--- src/rtl/ram_pkg.sv ---
// Shared types and helpers for the sync RAM bank.
// No logic state; no latency; no flow control.
// Pure package, no handshake.
package ram_pkg;

  typedef enum logic {
    ST_CLEAR = 1'b0,
    ST_READY = 1'b1
  } state_e;

  localparam int RDW_READ_FIRST  = 0;
  localparam int RDW_WRITE_FIRST = 1;

  // Widest word the merge helper handles; callers cast in and out.
  localparam int MERGE_W = 512;

  function automatic logic [MERGE_W-1:0] be_merge(
    input logic [MERGE_W-1:0]   old_d,
    input logic [MERGE_W-1:0]   new_d,
    input logic [MERGE_W/8-1:0] be
  );
    logic [MERGE_W-1:0] r;
    r = old_d;
    for (int i = 0; i < MERGE_W / 8; i++) begin
      if (be[i]) r[8*i +: 8] = new_d[8*i +: 8];
    end
    return r;
  endfunction

endpackage

--- src/rtl/sync_ram_bank_rd_pipe.sv ---
// Read response pipeline: carries {valid, err, addr, data} to the response port.
// Latency RD_LAT (1 or 2) cycles from accept; one read per cycle.
// No backpressure: responses are strobed out unconditionally.
module ram_rd_pipe
  import ram_pkg::*;
#(
  parameter int DATA_W   = 32,
  parameter int ADDR_W   = 6,
  parameter int RD_LAT   = 1,
  parameter int RDW_MODE = RDW_READ_FIRST
) (
  input  logic                clk,
  input  logic                rst,
  input  logic                acc_vld,
  input  logic                acc_err,
  input  logic [ADDR_W-1:0]   acc_addr,
  input  logic [DATA_W-1:0]   arr_dat,
  input  logic                pend_vld,
  input  logic [ADDR_W-1:0]   pend_addr,
  input  logic [DATA_W-1:0]   pend_dat,
  input  logic [DATA_W/8-1:0] pend_be,
  output logic                rsp_valid,
  output logic                rsp_err,
  output logic [DATA_W-1:0]   rsp_rdata
);

  logic                s1_vld;
  logic                s1_err;
  logic [DATA_W-1:0]   s1_dat;
  logic [ADDR_W-1:0]   s1_addr;
  logic                s1_pvld;
  logic [ADDR_W-1:0]   s1_paddr;
  logic [DATA_W-1:0]   s1_pdat;
  logic [DATA_W/8-1:0] s1_pbe;

  always_ff @(posedge clk) begin
    if (rst) begin
      s1_vld <= 1'b0;
      s1_err <= 1'b0;
      s1_dat <= '0;
    end else begin
      s1_vld <= acc_vld;
      s1_err <= acc_vld && acc_err;
      if (acc_vld) s1_dat <= acc_err ? '0 : arr_dat;
    end
  end

  // Snapshot of the write still waiting to commit when this read sampled the array.
  always_ff @(posedge clk) begin
    if (acc_vld) begin
      s1_addr  <= acc_addr;
      s1_pvld  <= pend_vld;
      s1_paddr <= pend_addr;
      s1_pdat  <= pend_dat;
      s1_pbe   <= pend_be;
    end
  end

  if (RD_LAT == 1) begin : g_lat1
    logic unused_fwd;
    assign unused_fwd = ^{s1_addr, s1_pvld, s1_paddr, s1_pdat, s1_pbe};
    assign rsp_valid  = s1_vld;
    assign rsp_err    = s1_err;
    assign rsp_rdata  = s1_dat;
  end else begin : g_lat2
    logic              s1_hit;
    logic [DATA_W-1:0] s1_fwd;
    logic              o_vld;
    logic              o_err;
    logic [DATA_W-1:0] o_dat;

    assign s1_hit = s1_pvld && (s1_paddr == s1_addr);
    assign s1_fwd = DATA_W'(be_merge(MERGE_W'(s1_dat), MERGE_W'(s1_pdat), (MERGE_W/8)'(s1_pbe)));

    always_ff @(posedge clk) begin
      if (rst) begin
        o_vld <= 1'b0;
        o_err <= 1'b0;
        o_dat <= '0;
      end else begin
        o_vld <= s1_vld;
        o_err <= s1_err;
        if (s1_vld) begin
          o_dat <= (RDW_MODE == RDW_WRITE_FIRST && s1_hit && !s1_err) ? s1_fwd : s1_dat;
        end
      end
    end

    assign rsp_valid = o_vld;
    assign rsp_err   = o_err;
    assign rsp_rdata = o_dat;
  end

endmodule

--- src/rtl/sync_ram_bank.sv ---
// Single-port RAM bank with byte-enable writes, clear engine and valid/ready request port.
// Read latency RD_LAT cycles; writes give no response.
// req_ready low while the clear engine runs; no response backpressure.
module sync_ram_bank
  import ram_pkg::*;
#(
  parameter int DATA_W   = 32,
  parameter int ADDR_W   = 6,
  parameter int DEPTH    = 56,
  parameter int RD_LAT   = 1,
  parameter int RDW_MODE = RDW_READ_FIRST
) (
  input  logic                clk,
  input  logic                rst,
  input  logic                clr_req,
  input  logic                req_valid,
  output logic                req_ready,
  input  logic                req_we,
  input  logic [ADDR_W-1:0]   req_addr,
  input  logic [DATA_W-1:0]   req_wdata,
  input  logic [DATA_W/8-1:0] req_be,
  output logic                rsp_valid,
  output logic [DATA_W-1:0]   rsp_rdata,
  output logic                rsp_err,
  output logic                busy
);

  localparam int BE_W = DATA_W / 8;
  localparam int AIW  = (DEPTH > 1) ? $clog2(DEPTH) : 1;
  localparam logic [ADDR_W:0]   DEPTH_V  = (ADDR_W+1)'(DEPTH);
  localparam logic [ADDR_W-1:0] CLR_LAST = ADDR_W'(DEPTH - 1);

  state_e            state;
  state_e            state_nxt;
  logic [ADDR_W-1:0] clr_addr;
  logic [ADDR_W-1:0] clr_addr_nxt;
  logic [DATA_W-1:0] mem [DEPTH];

  logic              in_range;
  logic              accept;
  logic              acc_rd;
  logic              acc_wr;
  logic [DATA_W-1:0] arr_rdata;

  logic              wr_en;
  logic [AIW-1:0]    wr_idx;
  logic [DATA_W-1:0] wr_dat;
  logic [BE_W-1:0]   wr_be;

  logic              pend_vld;
  logic [ADDR_W-1:0] pend_addr;
  logic [DATA_W-1:0] pend_dat;
  logic [BE_W-1:0]   pend_be;

  assign in_range  = ({1'b0, req_addr} < DEPTH_V);
  assign req_ready = (state == ST_READY) && !rst;
  assign busy      = (state == ST_CLEAR);
  assign accept    = req_valid && req_ready;
  assign acc_rd    = accept && !req_we;
  assign acc_wr    = accept && req_we && in_range;
  assign arr_rdata = in_range ? mem[req_addr[AIW-1:0]] : '0;

  always_comb begin
    state_nxt    = state;
    clr_addr_nxt = clr_addr;
    case (state)
      ST_CLEAR: begin
        clr_addr_nxt = clr_addr + 1'b1;
        if (clr_addr == CLR_LAST) begin
          state_nxt    = ST_READY;
          clr_addr_nxt = '0;
        end
      end
      ST_READY: begin
        if (clr_req) begin
          state_nxt    = ST_CLEAR;
          clr_addr_nxt = '0;
        end
      end
      default: state_nxt = ST_CLEAR;
    endcase
  end

  always_ff @(posedge clk) begin
    if (rst) begin
      state    <= ST_CLEAR;
      clr_addr <= '0;
    end else begin
      state    <= state_nxt;
      clr_addr <= clr_addr_nxt;
    end
  end

  // A staged write may commit in the first clear cycle; the clear write is last so it wins.
  always_ff @(posedge clk) begin
    if (wr_en) begin
      for (int i = 0; i < BE_W; i++) begin
        if (wr_be[i]) mem[wr_idx][8*i +: 8] <= wr_dat[8*i +: 8];
      end
    end
    if (state == ST_CLEAR) mem[clr_addr[AIW-1:0]] <= '0;
  end

  if (RD_LAT == 1) begin : g_wr_direct
    assign wr_en     = acc_wr;
    assign wr_idx    = req_addr[AIW-1:0];
    assign wr_dat    = req_wdata;
    assign wr_be     = req_be;
    assign pend_vld  = 1'b0;
    assign pend_addr = '0;
    assign pend_dat  = '0;
    assign pend_be   = '0;
  end else begin : g_wr_staged
    // Writes sit one cycle in a staging register so a following read can pick old or new data.
    always_ff @(posedge clk) begin
      if (rst) pend_vld <= 1'b0;
      else     pend_vld <= acc_wr;
      if (acc_wr) begin
        pend_addr <= req_addr;
        pend_dat  <= req_wdata;
        pend_be   <= req_be;
      end
    end
    assign wr_en  = pend_vld;
    assign wr_idx = pend_addr[AIW-1:0];
    assign wr_dat = pend_dat;
    assign wr_be  = pend_be;
  end

  ram_rd_pipe #(
    .DATA_W   (DATA_W),
    .ADDR_W   (ADDR_W),
    .RD_LAT   (RD_LAT),
    .RDW_MODE (RDW_MODE)
  ) u_rd_pipe (
    .clk       (clk),
    .rst       (rst),
    .acc_vld   (acc_rd),
    .acc_err   (!in_range),
    .acc_addr  (req_addr),
    .arr_dat   (arr_rdata),
    .pend_vld  (pend_vld),
    .pend_addr (pend_addr),
    .pend_dat  (pend_dat),
    .pend_be   (pend_be),
    .rsp_valid (rsp_valid),
    .rsp_err   (rsp_err),
    .rsp_rdata (rsp_rdata)
  );

endmodule

--- config.mk ---
export PLATFORM = sky130hd
export DESIGN_NAME = sync_ram_bank
export DESIGN_NICKNAME = d
export VERILOG_FILES = /design/src/rtl/ram_pkg.sv /design/src/rtl/sync_ram_bank_rd_pipe.sv /design/src/rtl/sync_ram_bank.sv
export SDC_FILE = /design/constraint.sdc
export NUM_CORES = 2
export LEC_CHECK = 0
export CAP_MARGIN = 20
export CORE_UTILIZATION = 56
export DETAILED_ROUTE_END_ITERATION = 16
export PLACE_DENSITY_LB_ADDON = 0.08
export SKIP_CTS_REPAIR_TIMING = 1
export SLEW_MARGIN = 20
export SYNTH_ARGS = -nofsm -noshare
export SYNTH_HDL_FRONTEND = slang
export SYNTH_SLANG_ARGS = --single-unit
--- constraint.sdc ---
create_clock -name clk -period 2.4 [get_ports clk]
set_input_delay 0.24 -clock clk [delete_from_list [all_inputs] [get_ports clk]]
set_output_delay 0.24 -clock clk [all_outputs]
set_load 0.05 [all_outputs]
* Word-level counts from Yosys, hierarchy flattened *
Memory sizes are Yosys's and may differ from the RTL's.
Cells that the tools add are included.

operators by class
  bitwise gates (word level) = 1
  order comparisons = 1
  $add $sub $neg = 1
  mux-type cells = 23
  eq/ne operators = 2
  reduce and logical (&&, ||, !) cells = 10

operators by type and width
  cell                                                count
  two-way mux 32 bit                                  2
  OR reduction 32 bit                                 1
  two-way mux 6 bit                                   3
  two-way mux 1 bit                                   15
  one-hot mux 6 bit (2 select lines)                  1
  adder 6 x 1 -> 6 bit (second input constant)        1
  equality test 6 bit (second input constant)         1
  logical AND 1 bit                                   6
  less-than comparator 6 bit (second input constant)  1
  two-way mux 4 bit                                   1
  logical NOT 1 bit                                   3
  != test 2 bit (second input constant)               1
  one-hot mux 1 bit (2 select lines)                  1
  inverter 1 bit                                      1

word-level totals
  bits in registers = 41
  output and inout bits = 36
  memory bits (writable) = 1,792
  word-level logic and storage cells = 44
  memories kept = 1

memory list
  name  depth  width  read ports  clocked after Yosys merged registers in  write ports  line                 text
  mem   56     32     1           0                                        1            sync_ram_bank.sv:37  logic [DATA_W-1:0] mem [DEPTH];

* Depth between registers and ports, before layout *
  depth after elaboration = 8
  depth in mapped cells = 10
  depth with buffers taken out = 6

* Cells and area by module *
Synthesis repeated with hierarchy kept, for this count alone.

second synthesis, totals
  cells, all modules = 3,457
  area total of the unflattened synthesis = 71,833.9 um2

modules (own cells, without submodules)
  module         sequential area each (um2)  times used  area an instance (um2)  cells an instance
  sync_ram_bank  53,951.7                    1           70,461.3                3,311
  ram_rd_pipe    680.7                       1           1,372.6                 146

* Worst setup path after synthesis *
No wires, ideal clock.

  kind = register to register
  start point = register state
  end point = memory mem[33][16], enable pin
  data arrival time = 2,367 ps
  stages on the path, launching flop included = 8
  slack = -338 ps
  clock period less this slack = 2,738 ps
  setup time = 370 ps
  buffers on the path = 2
  cells stage by stage = dfxtp_1 -> inv_1 -> nor2_1 -> and4_1 -> a21oi_1 -> clkbuf_1 -> buf_1 -> nor2_1

on the way
  longest elaborated chain between the ends = 7
  elaborated cells on any way between the ends = 10
  those cells by class = 5 x mux; 5 x reduce/logical

ends and longest elaborated chain
  element                                  line                 text
  start, declared                          sync_ram_bank.sv:33  state_e state;
  start signal, assigned                   sync_ram_bank.sv:89  state <= state_nxt;
  logical AND 1 bit                        sync_ram_bank.sv:56  assign req_ready = (state == ST_READY) && !rst;
  net req_ready                            sync_ram_bank.sv:17  output logic req_ready,
  logical AND 1 bit                        sync_ram_bank.sv:58  assign accept = req_valid && req_ready;
  logical AND 1 bit (2 in series)          sync_ram_bank.sv:60  assign acc_wr = accept && req_we && in_range;
  two-way mux 1 bit                        sync_ram_bank.sv:96  if (wr_en) begin
  two-way mux 1 bit (implied by the code)  sync_ram_bank.sv:98  if (wr_be[i]) mem[wr_idx][8*i +: 8] <= wr_dat[8*i +: 8];
  two-way mux 4 bit (no source line)       --
  end, declared                            sync_ram_bank.sv:37

The timed path passes the listed nets, and every way through them passes these cells.

* Final worst setup path *
  start point = register state
  end point = memory mem[19][21], enable pin

on the way
  longest elaborated chain between the ends = 7
  elaborated cells on any way between the ends = 10
  those cells by class = 5 x mux; 5 x reduce/logical

ends and longest elaborated chain
  element                                  line
  logical AND 1 bit                        sync_ram_bank.sv:56
  logical AND 1 bit                        sync_ram_bank.sv:58
  logical AND 1 bit (2 in series)          sync_ram_bank.sv:60
  two-way mux 1 bit                        sync_ram_bank.sv:96
  two-way mux 1 bit (implied by the code)  sync_ram_bank.sv:98
  two-way mux 4 bit (no source line)       --

Parallel ways exist; a longest one is shown, timed or not.

==> qor.txt <==
Status = finished with violations
Violated checks = setup timing
Period utilization = 1.03
DRT Wirelength = 200 mm
Clk sinks = 1833
Final antenna-violating net count = 0
Fin util = 0.672
Internal Power = 52.1 mW
Routed vias = 38000
Worst-path cell chain = buf_4 -> nor3_2 -> a31oi_1 -> buf_4 -> nor2_1 -> buf_6 -> nand2_2 -> buf_4 -> buf_4 -> nor2_1 -> buf_6
R2R depth = 11
Hold wc startpoint = req_addr[4]
Fillers = 8102
Port bufs = 82
Clock skew = 0.0225 ns
RSZ-0062 raised after global routing = yes
Leak pwr = 26.9 nW
Register area share after synthesis = 0.766
Placement Cell Area = 0.0781 mm²
Crit path max fanout = 8
GRT Total Usage = 0.318
Avg Cell Area, Syn = 20.5 µm²
Chip Height = 359 µm
Min Tclk post-route = 2.46 ns
Die X = 359 µm
Slowest CP cell = dfxtp_2
Number of vias per cell = 6.52
Post-route setup slack = -0.0630 ns
Cells after synthesis = 3474
YS warnings = 0
Max Root-Sink Buffers = 3
Hold crit path type = primary input to register
Cell area after layout = 0.0846 mm²
First-pass GRT wire length = 283 mm
Crit path depth = 11
Clock tree from TritonCTS = built
Yosys cell types = 51
# IOs = 83
Post-synthesis net count = 3522
Most frequent CP cell = buf_4
Switch share = 0.207
Clk pwr share = 0.426
Rel. slew slack = 0.471
Area added between synthesis and finish = 18.7%
Antenna violations before repair = 13
Die area = 0.129 mm²
Family with the most delay on the worst path = buffers and inverters
Final Instance Count excl. Fillers = 5826
HPWL Detailed = 136 mm
Worst-margin pin slew = 0.791 ns
Drt first-iter violations = 4839
Critical path class = register to register
Vias in the first global route = 37800
Flop pwr share = 0.530
Commonest non-fill, non-tap cell in the layout = edfxtp_1
CTS root buffer = clkbuf_16
Ys async rst share = 0
Area of the core = 0.126 mm²
Slew Viols, Final = 0
Ratio of cells with drive above 1 in the final layout = 0.351
DRC = 0
# setup viols final = 16
Num CTS Buffers = 177
Placed cell count = 5495
Final-report hold violation count = 0
Grt total ovfl = 0
Max VDD drop = 773 µV
NetSw = 13.6 mW
CP Capture Type = register
Worst path arrival time = 2.96 ns
CP required = 2.90 ns
Max Fclk = 406 MHz
Max cap viols = 0
Hold path cells = 4
Final net count = 4073
Skew-Pair Late Insertion Delay = 0.82 ns
Worst R2R Start = state
Clk pin slew, worst setup/hold paths = 0.07 ns
Number of synthesized register bits = 1833
DRT Pass-1 Iters = 6
Final Wtd Congestion = 0.925
Main flop type after synthesis = edfxtp_1
R2R setup slack = -0.06 ns
Reg2reg end = mem[19][21]
Row cnt = 130
Post-Place Setup Slack = -0.527 ns
Worst Hold End = u_rd_pipe.rsp_rdata[3]
Avg WL per Cell = 34.4 µm
Combinational power share = 0.043
Post-synth EDFFs = 1792
CTS H-tree lvls = 4
Max incr delay on CP = 0.37 ns
Buffers plus inverters on the worst setup path = 6
Most frequent cells in the layout = edfxtp_1 (1792), mux4_2 (436), buf_4 (402)
Worst Hold Slack = 0.0735 ns
Starting Density = 0.566
Pwr dens = 777 mW/mm²
Critical Path Start Type = register
Post-Syn Area = 0.0713 mm²
Pin count of the biggest net entering global routing = 67
-- synthesized netlist by cell type, types with 7 or more instances --
cell | instances | area share
and2_1 | 37 | 0.0032
edfxtp_1 | 1792 | 0.75
o21ai_0 | 11 | 0.00077
a22oi_1 | 45 | 0.0047
nand2_1 | 187 | 0.0098
buf_6 | 12 | 0.0019
o211ai_1 | 19 | 0.0020
a211oi_1 | 15 | 0.0016
buf_4 | 33 | 0.0035
nor2_1 | 265 | 0.014
and3_1 | 7 | 0.00061
o221ai_1 | 11 | 0.0014
a21oi_1 | 84 | 0.0059
buf_1 | 16 | 0.00084
a221oi_1 | 30 | 0.0037
nor2b_1 | 11 | 0.00097
o2bb2ai_1 | 8 | 0.00098
dfxtp_1 | 41 | 0.012
mux2i_1 | 74 | 0.010
o2111ai_1 | 14 | 0.0017
buf_2 | 57 | 0.0040
mux2_2 | 45 | 0.0071
mux4_2 | 436 | 0.14
a32oi_1 | 16 | 0.0020
a31oi_1 | 7 | 0.00061
nand3_1 | 48 | 0.0034
clkbuf_1 | 88 | 0.0046
inv_1 | 7 | 0.00037
-- power by group through the flow --
stage	clock (mW)	sequential, mW	combinational (mW)
6_report	28.0	34.9	2.83
5_1_grt	29.4	34.9	2.94
4_1_cts	28.3	34.9	2.79
3_5_place_dp	0	35.5	2.78
3_3_place_gp	0	35.5	2.75
2_1_floorplan	0	35.5	1.64
-- sequential cells by signal (all words and copies together) (netlist names) --
| name | cells |
|---|---|
| state | 1 |
| u_rd_pipe.rsp_rdata | 32 |
| clr_addr | 6 |
| u_rd_pipe.rsp_valid | 1 |
| u_rd_pipe.rsp_err | 1 |
| mem | 1792 |
-- final cells by class --
cell class | instances | area [µm²] | area share
well taps | 1650 | 2060 | 0.0244
clock inverters | 112 | 1150 | 0.0136
multi-input cells | 1426 | 16300 | 0.192
inverters | 9 | 35.0 | 0.000414
clock buffers | 216 | 4690 | 0.0554
flip-flops and latches | 1833 | 54600 | 0.646
diodes | 2 | 5.00 | 0.0000591
repair buffers | 578 | 5760 | 0.0681
-- worst max path at each step --
stage / startpoint / to / slack, ns
4_1_cts: state / mem[44][24] / -0.31
6_report: state / mem[19][21] / -0.06
3_5_place_dp: rst / mem[18][24] / -0.53
5_1_grt: state / mem[19][21] / -0.03
2_1_floorplan: req_addr[2] / mem[51][0] / 0.008
3_3_place_gp: rst / mem[11][25] / -0.39
-- per-layer routing --
metal  share of wire  up-vias  global-route usage
met1            0.40    20000               0.472
met3            0.11      335              0.0764
met4           0.033       12               0.105
li1                -    15500                   -
met2            0.46     2153               0.470
met5          0.0012        -             0.00963
-- logic make-up after synthesis --
family | count (synthesis) | synth area share
flip-flops | 1833 | 0.766
AND/OR/NAND/NOR | 580 | 0.0343
multiplexers | 555 | 0.155
AO/OA/AOI/OAI | 290 | 0.0285
buffers and inverters | 215 | 0.0153
adder cells (fa/ha/maj) | 1 | 0.000175
-- worst reg2reg max path: stages (launching register included) --
cell     delay (ns)
dfxtp_2        0.37
buf_4          0.16
nor3_2         0.19
a31oi_1        0.09
buf_4          0.15
nor2_1         0.15
buf_6          0.18
nand2_2        0.15
buf_4          0.22
buf_4          0.14
nor2_1         0.15
buf_6          0.19
-- per-stage QoR --
stage	TNS, ns	total power, mW
floorplan	0	37.1
global placement	-420.88	38.3
detailed placement	-547.66	38.3
CTS	-61.79	66.0
global route	-0.714	67.2
finish	-0.544	65.7
No activity file was read; power rests on OpenSTA's default activity.
